`config.mk`:
```
export PLATFORM = sky130hd
export DESIGN_NAME = uart_tx_arbiter
export DESIGN_NICKNAME = d
export VERILOG_FILES = /design/src/rtl/uart_pkg.sv /design/src/rtl/rr_pick.sv /design/src/rtl/uart_tx_arbiter.sv
export SDC_FILE = /design/constraint.sdc
export NUM_CORES = 1
export LEC_CHECK = 0
export ABC_AREA = 1
export CORE_MARGIN = 4
export CORE_UTILIZATION = 42
export CTS_CLUSTER_SIZE = 16
export DETAILED_ROUTE_END_ITERATION = 10
export PLACE_DENSITY = 0.86
export SLEW_MARGIN = 20
export SYNTH_ARGS = -nofsm -noshare
export SYNTH_HDL_FRONTEND = slang
export SYNTH_SLANG_ARGS = --single-unit
```
`constraint.sdc`:
```
create_clock -name clk -period 1.81 [get_ports clk]
set_input_delay 0.362 -clock clk [delete_from_list [all_inputs] [get_ports clk]]
set_output_delay 0.362 -clock clk [all_outputs]
set_load 0.02 [all_outputs]
```
`src/rtl/uart_pkg.sv`:
```
// ---------------------------------------------------------------------------
// Module   : uart_pkg
// Purpose  : Shared constants and FSM encoding for the UART TX arbiter slice.
// Revision : 1.0 - initial release
// ---------------------------------------------------------------------------
`default_nettype none

package uart_pkg;

  localparam int BYTE_W = 8;

  typedef logic [1:0] state_t;

  localparam state_t IDLE = 2'd0;
  localparam state_t XFER = 2'd1;
  localparam state_t GAP  = 2'd2;

endpackage

`default_nettype wire

```
`src/rtl/rr_pick.sv`:
```
// ---------------------------------------------------------------------------
// Module   : rr_pick
// Purpose  : Combinational round-robin search: first set bit of req starting at ptr.
// Revision : 1.0 - initial release
// ---------------------------------------------------------------------------
`default_nettype none

module rr_pick #(
  parameter int N  = 2,
  parameter int IW = (N > 1) ? $clog2(N) : 1
) (
  input  logic [N-1:0]  req,
  input  logic [IW-1:0] ptr,
  output logic          any,
  output logic [IW-1:0] idx
);

  // One extra bit so ptr+k never overflows before the modulo fold.
  logic [IW:0] pos;

  always_comb begin
    any = 1'b0;
    idx = '0;
    pos = '0;
    // Descending scan: the candidate closest to ptr is written last and wins.
    for (int k = N - 1; k >= 0; k--) begin
      pos = {1'b0, ptr} + (IW + 1)'(k);
      if (pos >= (IW + 1)'(N)) begin
        pos = pos - (IW + 1)'(N);
      end
      if (req[pos[IW-1:0]]) begin
        any = 1'b1;
        idx = pos[IW-1:0];
      end
    end
  end

endmodule

`default_nettype wire

```
`src/rtl/uart_tx_arbiter.sv`:
```
// ---------------------------------------------------------------------------
// Module   : uart_tx_arbiter
// Purpose  : Packet-granular round-robin sharing of one UART TX byte channel,
//            with stalled-grant timeout and optional inter-packet gap.
// Revision : 1.0 - initial release
// ---------------------------------------------------------------------------
`default_nettype none

module uart_tx_arbiter
  import uart_pkg::*;
#(
  parameter int NREQ       = 2,
  parameter int GAP_CYCLES = 0,
  parameter int TIMEOUT    = 255
) (
  input  logic                     clk,
  input  logic                     reset,
  input  logic [NREQ-1:0]          req_valid,
  input  logic [NREQ-1:0]          req_last,
  input  logic [BYTE_W*NREQ-1:0]   req_data,
  output logic [NREQ-1:0]          req_ready,
  output logic                     tx_valid,
  output logic [BYTE_W-1:0]        tx_payload,
  input  logic                     tx_ready,
  output logic [$clog2(NREQ)-1:0]  grant_id,
  output logic                     busy,
  output logic                     timeout_pulse
);

  localparam int IW  = $clog2(NREQ);
  localparam int ICW = $clog2(TIMEOUT + 1);
  localparam int GCW = (GAP_CYCLES > 0) ? $clog2(GAP_CYCLES + 1) : 1;
  localparam state_t POST = (GAP_CYCLES > 0) ? GAP : IDLE;

  state_t          state;
  logic [IW-1:0]   rr_ptr;
  logic [ICW-1:0]  idle_cnt;
  logic [GCW-1:0]  gap_cnt;

  logic            pick_any;
  logic [IW-1:0]   pick_idx;
  logic [BYTE_W-1:0] req_bytes [NREQ];
  logic            g_valid;
  logic            g_last;
  logic [BYTE_W-1:0] g_data;
  logic            xfer_on;
  logic            hs;
  logic            end_pkt;
  logic            expire;
  logic [IW-1:0]   nxt_ptr;

  for (genvar i = 0; i < NREQ; i++) begin : g_unpack
    assign req_bytes[i] = req_data[BYTE_W*i +: BYTE_W];
  end

  rr_pick #(.N(NREQ), .IW(IW)) u_pick (
    .req (req_valid),
    .ptr (rr_ptr),
    .any (pick_any),
    .idx (pick_idx)
  );

  assign g_valid = req_valid[grant_id];
  assign g_last  = req_last[grant_id];
  assign g_data  = req_bytes[grant_id];

  // Gated by reset so an abandoned packet cannot leak a byte on the reset cycle.
  assign xfer_on = (state == XFER) && !reset;

  always_comb begin
    tx_valid   = 1'b0;
    tx_payload = '0;
    req_ready  = '0;
    if (xfer_on) begin
      tx_valid   = g_valid;
      tx_payload = g_data;
      req_ready[grant_id] = g_valid && tx_ready;
    end
  end

  assign hs      = tx_valid && tx_ready;
  assign end_pkt = hs && g_last;
  assign expire  = (state == XFER) && !g_valid && (int'(idle_cnt) == TIMEOUT - 1);
  assign nxt_ptr = (grant_id == IW'(NREQ - 1)) ? '0 : grant_id + 1'b1;
  assign busy    = (state != IDLE);

  always_ff @(posedge clk) begin
    if (reset) begin
      state         <= IDLE;
      rr_ptr        <= '0;
      grant_id      <= '0;
      idle_cnt      <= '0;
      gap_cnt       <= '0;
      timeout_pulse <= 1'b0;
    end else begin
      timeout_pulse <= 1'b0;
      case (state)
        IDLE: begin
          if (pick_any) begin
            grant_id <= pick_idx;
            idle_cnt <= '0;
            state    <= XFER;
          end
        end
        XFER: begin
          if (end_pkt || expire) begin
            rr_ptr        <= nxt_ptr;
            idle_cnt      <= '0;
            gap_cnt       <= '0;
            timeout_pulse <= expire;
            state         <= POST;
          end else if (hs) begin
            idle_cnt <= '0;
          end else if (!g_valid && (int'(idle_cnt) < TIMEOUT)) begin
            // Valid-high with backpressure is not a stall: count only missing data.
            idle_cnt <= idle_cnt + 1'b1;
          end
        end
        GAP: begin
          if (int'(gap_cnt) >= GAP_CYCLES - 1) begin
            gap_cnt <= '0;
            state   <= IDLE;
          end else begin
            gap_cnt <= gap_cnt + 1'b1;
          end
        end
        default: state <= IDLE;
      endcase
    end
  end

endmodule

`default_nettype wire

```
==> impl_metrics.tcl, run 1 <==
set metrics [dict create \
    ys_types 21 \
    synthTopCellsByArea "dfxtp_1 (27%), nand2_1 (18%), nor2_1 (12%)" \
    pwr-share-clk 0.294 \
    cts_tree "done" \
    cp_max_fo 4 \
    worst_ep_required_time_ns 1.45 \
    p_int_w 0.000519 \
    relSlewSlack 0.798 \
    die_x_um 54.3 \
    syn_inst 153 \
    period_minus_slack_ns 1.73 \
    powerDensity_nw_per_um2 527 \
    die_area_um2 2940 \
    cts.path.max_buffers 2 \
    cts_max_level 1 \
    rows 16 \
    status "finished, final reports clean" \
    routed_via_density 4.99 \
    dp_hpwl_mm 2.11 \
    grt_max_degree 11 \
    hold_viol 0 \
    synthXorXnorAreaFrac 0.00975 \
    cp_data_arrival_time_ns 1.37 \
    crit_family "buffers and inverters" \
    clk_latency_ns 0.28 \
    setup_ws_ns 0.0814 \
    leakage_nw 0.668 \
    wire_per_inst_um 11.5 \
    ys_ff_latch 12 \
    whs_ns 0.400 \
    diodes 0 \
    total_power_w 0.000751 \
    final_layout_size_suffix_gt1_frac 0.225 \
    drv_cap 0 \
    synth_compound_area_frac 0.116 \
    crit_chain "buf_4, clkdlybuf4s50_1" \
    slowest_delay_ns 0.59 \
    critPathLaunchType "flip-flop" \
    fmax_mhz 578 \
    syn_area_um2 898 \
    worstSetupPathType "flip-flop to primary output" \
    synth_edf_count 0 \
    start_util 0.449 \
    setup_viol 0 \
    dr.pass1.iters 4 \
    ctsResizeCount 46 \
    netlist.area_leader.share 0.267 \
    synth-simple-area-share 0.487 \
    seq_power_share 0.388 \
    endpoint_kind "primary output" \
    synth_largest_area_cell "dfxtp_1" \
    synth_common_cells "nand2_1 (43), nor2_1 (28), inv_1 (17)" \
    cts_hold_buf 0 \
    clock_skew_ns 0.000312 \
    vias 1177 \
    detailedPlace.worstSlack_ns -0.424 \
    drc 0 \
    cts_root_buf "clkbuf_4" \
    hold_path_class "input pin to flip-flop" \
    ant_nets 0 \
    numCtsBuffers 3 \
    yosysMostFrequentCell "nand2_1" \
    antenna_found_initial 0 \
    comb_power_share 0.318 \
    place_congestion 0.859 \
    area_growth_pct 58.6 \
    clk_pin_slew_ns 0.08 \
    ys_seq_area_frac 0.267 \
    overflow 0 \
    wl_mm 2.72 \
    avgSynthCellArea_um2 5.87 \
    synth-adder-area-share 0.0279 \
    postCtsSetupRepairBufs 0 \
    p_sw_w 0.000232 \
    io_buffers 36 \
    synth-warning-count 0 \
    clock_sinks 12 \
    path_buf_inv 2 \
    drt_iter0_drc 29 \
    crit_slowest_cell "clkdlybuf4s50_1" \
    muxShareOfSynthArea 0 \
    fin_crit_sh 0.955 \
    die_h_um 54.3 \
    grt_pass1_wl_mm 4.37 \
    pin_count 37 \
    ir_worst_vdd_uv 511 \
    synthesis.nets 178 \
    grt_pass1_vias 1134 \
    swShare 0.309 \
    slew_violations 0 \
    synth_top_family_by_area "simple AND/OR/NAND/NOR gates" \
    utilization 0.712 \
    async_flop_share 0 \
    worstMarginPinSlew_ns 0.303 \
    fin_nets 235 \
    synth_ff_type "dfxtp_1" \
    grtUsageTotal 0.198 \
    rsz0062_at_grt "false" \
    design.core.area_um2 2000 \
]
==> path summary, 6_finish.rpt <==
kind	startpoint	slack, ns	depth (start not counted)	endpoint
worst min-delay path	reset	0.40	3	grant_id$_SDFFE_PP0P_
worst max register to register	grant_id$_SDFFE_PP0P_	0.23	10	idle_cnt[2]$_SDFFE_PP0P_
worst min register to register	idle_cnt[7]$_SDFFE_PP0P_	0.52	2	idle_cnt[7]$_SDFFE_PP0P_
worst max-delay path	state[0]$_SDFFE_PP0P_	0.08	2	busy
==> per-layer routing <==
metal / up-vias / part of all wire / track usage
met5: - / 0 / 0
met4: 0 / 0.030 / 0.112
met3: 9 / 0.13 / 0.0545
met2: 60 / 0.47 / 0.367
met1: 513 / 0.37 / 0.196
li1: 595 / - / -
==> power by group through the flow <==
stage,logic (W),clock network [W],registers [W]
floorplan,0.000115,0,0.000299
global placement,0.000236,0,0.000296
detailed placement,0.000242,0,0.000297
CTS,0.000236,0.000221,0.000291
global route,0.000263,0.000232,0.000294
finish,0.000239,0.000221,0.000291
==> cell type report <==
cell class,instances,area (µm²)
clock buffer,4,36.3
fill,182,577
inverter,20,75.1
multi-input combinational,119,588
sequential,12,240
tap,27,33.8
timing repair buffer,54,452
==> flip-flops by register name, summed over array words and instances (netlist names) <==
name / flops
idle_cnt: 8
grant_id: 1
rr_ptr: 1
state: 1
timeout_pulse: 1
==> cell usage in the layout, fill, tap and decap left out, types with 2 or more instances in the layout <==
cell / synthesis / final
nor2_1: 28 / 26
inv_2: 3 / 3
o21ai_0: 5 / 4
nand2_1: 43 / 42
clkdlybuf4s50_1: 0 / 23
ha_1: 2 / 2
buf_4: 0 / 22
inv_1: 17 / 17
clkbuf_4: 0 / 3
nor3_1: 5 / 4
a21oi_1: 11 / 11
buf_2: 0 / 7
nand3_1: 14 / 14
nor2_2: 0 / 2
dfxtp_1: 12 / 12
nand2_2: 2 / 3
==> per-stage QoR <==
step | instances | setup TNS (ns) | cell area [µm²]
after floorplan | 153 | 0 | 898
after global placement | 232 | -5.36 | 1420
after detailed placement | 232 | -6.09 | 1420
after CTS | 236 | 0 | 1410
after global routing | 236 | 0 | 1430
final | 236 | 0 | 1430
==> cell families after synthesis <==
kind of cell	count (synthesis)
xor gates and xnor gates	1
buffers and inverters	22
DFF	12
AOI/OAI and AO/OA	18
and+or+nand+nor	98
adders and majority gates	2
==> tightest hold or removal path, stage by stage <==
cell and delay (ns):
dlymetal6s2s_1 0.12, buf_4 0.13, a21oi_1 0.03
Note: power is estimated with default switching activity, not from simulation.
==> inputs of run 2 (changes only) <==
==> constraint.sdc (replaced) <==
create_clock -name clk -period 1.81 [get_ports clk]
set_input_delay 0.181 -clock clk [delete_from_list [all_inputs] [get_ports clk]]
set_output_delay 0.181 -clock clk [all_outputs]
set_load 0.02 [all_outputs]
==> run 2 against run 1 <==
Net effect:
- hold slack better by 0.13 ns
- maximum frequency up 4.5%
- worst setup slack better by 0.075 ns
- die area unchanged
- core utilization down 1.1 points
- critical endpoint is now grant_id
- largest cell class unchanged
- highest routed layer unchanged
==> impl_metrics.tcl, run 2 (synthesis results as in run 1) <==
set metrics [dict create \
    die_x_um 54.3 \
    ir_worst_vdd_uv 407 \
    total_power_w 0.000731 \
    final_layout_size_suffix_gt1_frac 0.133 \
    grt_max_degree 11 \
    worstMarginPinSlew_ns 0.320 \
    antenna_found_initial 0 \
    hold_path_class "flip-flop to flip-flop" \
    clk_latency_ns 0.28 \
    fin_nets 229 \
    routed_via_density 4.96 \
    critPathLaunchType "flip-flop" \
    fill_cells 182 \
    place_congestion 0.866 \
    rows 16 \
    dp_cells 226 \
    drt_iter0_drc 54 \
    setup_tns_ns 0 \
    rsz0062_at_grt "false" \
    hold_viol 0 \
    slew_violations 0 \
    io_buffers 36 \
    fmax_mhz 605 \
    period_minus_slack_ns 1.65 \
    cts_root_buf "clkbuf_4" \
    clock_sinks 12 \
    drc 0 \
    cp_data_arrival_time_ns 1.47 \
    clk_pin_slew_ns 0.07 \
    pin_count 37 \
    fin_crit_sh 0.914 \
    worst_ep_required_time_ns 1.63 \
    instances_no_fill 230 \
    cts_max_level 1 \
    ant_nets 0 \
    final_cell_mix "nand2_1 (43), nor2_1 (28), clkdlybuf4s50_1 (25), inv_1 (17), nand3_1 (14)" \
    powerDensity_nw_per_um2 521 \
    leakage_nw 0.666 \
    status "finished, final reports clean" \
    grt_pass1_vias 982 \
    worstSetupPathType "flip-flop to primary output" \
    endpoint_kind "primary output" \
    largest_reg_flops 8 \
    dp_hpwl_mm 2.07 \
    regMostFlops "idle_cnt" \
    overflow 0 \
    dr.pass1.iters 4 \
    die_area_um2 2940 \
    grt_pass1_wl_mm 4.06 \
    wl_mm 2.54 \
    design.core.area_um2 2000 \
    die_h_um 54.3 \
    wire_per_inst_um 11.1 \
    grtUsageTotal 0.186 \
    whs_ns 0.526 \
    relSlewSlack 0.785 \
    area_growth_pct 56.1 \
    utilization 0.701 \
    numCtsBuffers 3 \
    start_util 0.449 \
    cp_max_fo 9 \
    cts_tree "done" \
    cts_hold_buf 0 \
    final_common_cell "nand2_1" \
    cts.path.max_buffers 2 \
    diodes 0 \
    setup_viol 0 \
    drv_cap 0 \
    vias 1141 \
    clock_skew_ns 0.00378 \
]
run 2: path summary, 6_finish.rpt:
path	from	endpoint	slack, ns	cells past startpoint
min	idle_cnt[7]$_SDFFE_PP0P_	idle_cnt[7]$_SDFFE_PP0P_	0.53	2
max reg2reg	state[0]$_SDFFE_PP0P_	idle_cnt[2]$_SDFFE_PP0P_	0.22	8
max	grant_id$_SDFFE_PP0P_	grant_id	0.16	2
min reg2reg	idle_cnt[7]$_SDFFE_PP0P_	idle_cnt[7]$_SDFFE_PP0P_	0.53	2
run 2: cell type report:
class                      count  area [µm²]  area share
inverter                      20        75.1      0.0535
timing repair buffer          48         440       0.314
clock buffer                   4        36.3      0.0259
multi-input combinational    119         576       0.410
sequential                    12         241       0.172
tap                           27        33.8      0.0241
run 2: worst max-delay path, stage by stage (launching register included):
cell	delay, ns
dfxtp_2	0.40
buf_4	0.18
clkdlybuf4s50_1	0.61
run 2: metrics by stage:
stage	area, µm²	setup WS, ns
after detailed placement	1380	-0.0643
final	1400	0.156
after global routing	1400	0.0227
after global placement	1380	-0.0370
after CTS	1400	0.00357
after floorplan	898	0.289
run 2: report_power, final:
group | switching, W | internal (W)
registers | 0.0000156 | 0.000278
clock network | 0.0000911 | 0.000122
logic | 0.000112 | 0.000112
total | 0.000219 | 0.000512
run 2: routing by layer:
metal,up-vias,track usage,routed length [µm],share of wire
li1,589,-,-,-
met1,492,0.191,968,0.38
met2,51,0.345,1160,0.46
met3,9,0.0572,369,0.15
met4,0,0.0747,44,0.017
met5,-,0,0,0
run 2: what timing repair did:
action / 4_1_cts / 5_1_grt
pin swaps: 0 / 0
setup endpoints to repair: 11 / 1
gates resized for setup: 11 / 1
cloned: 0 / 0
setup buffers: 0 / 0
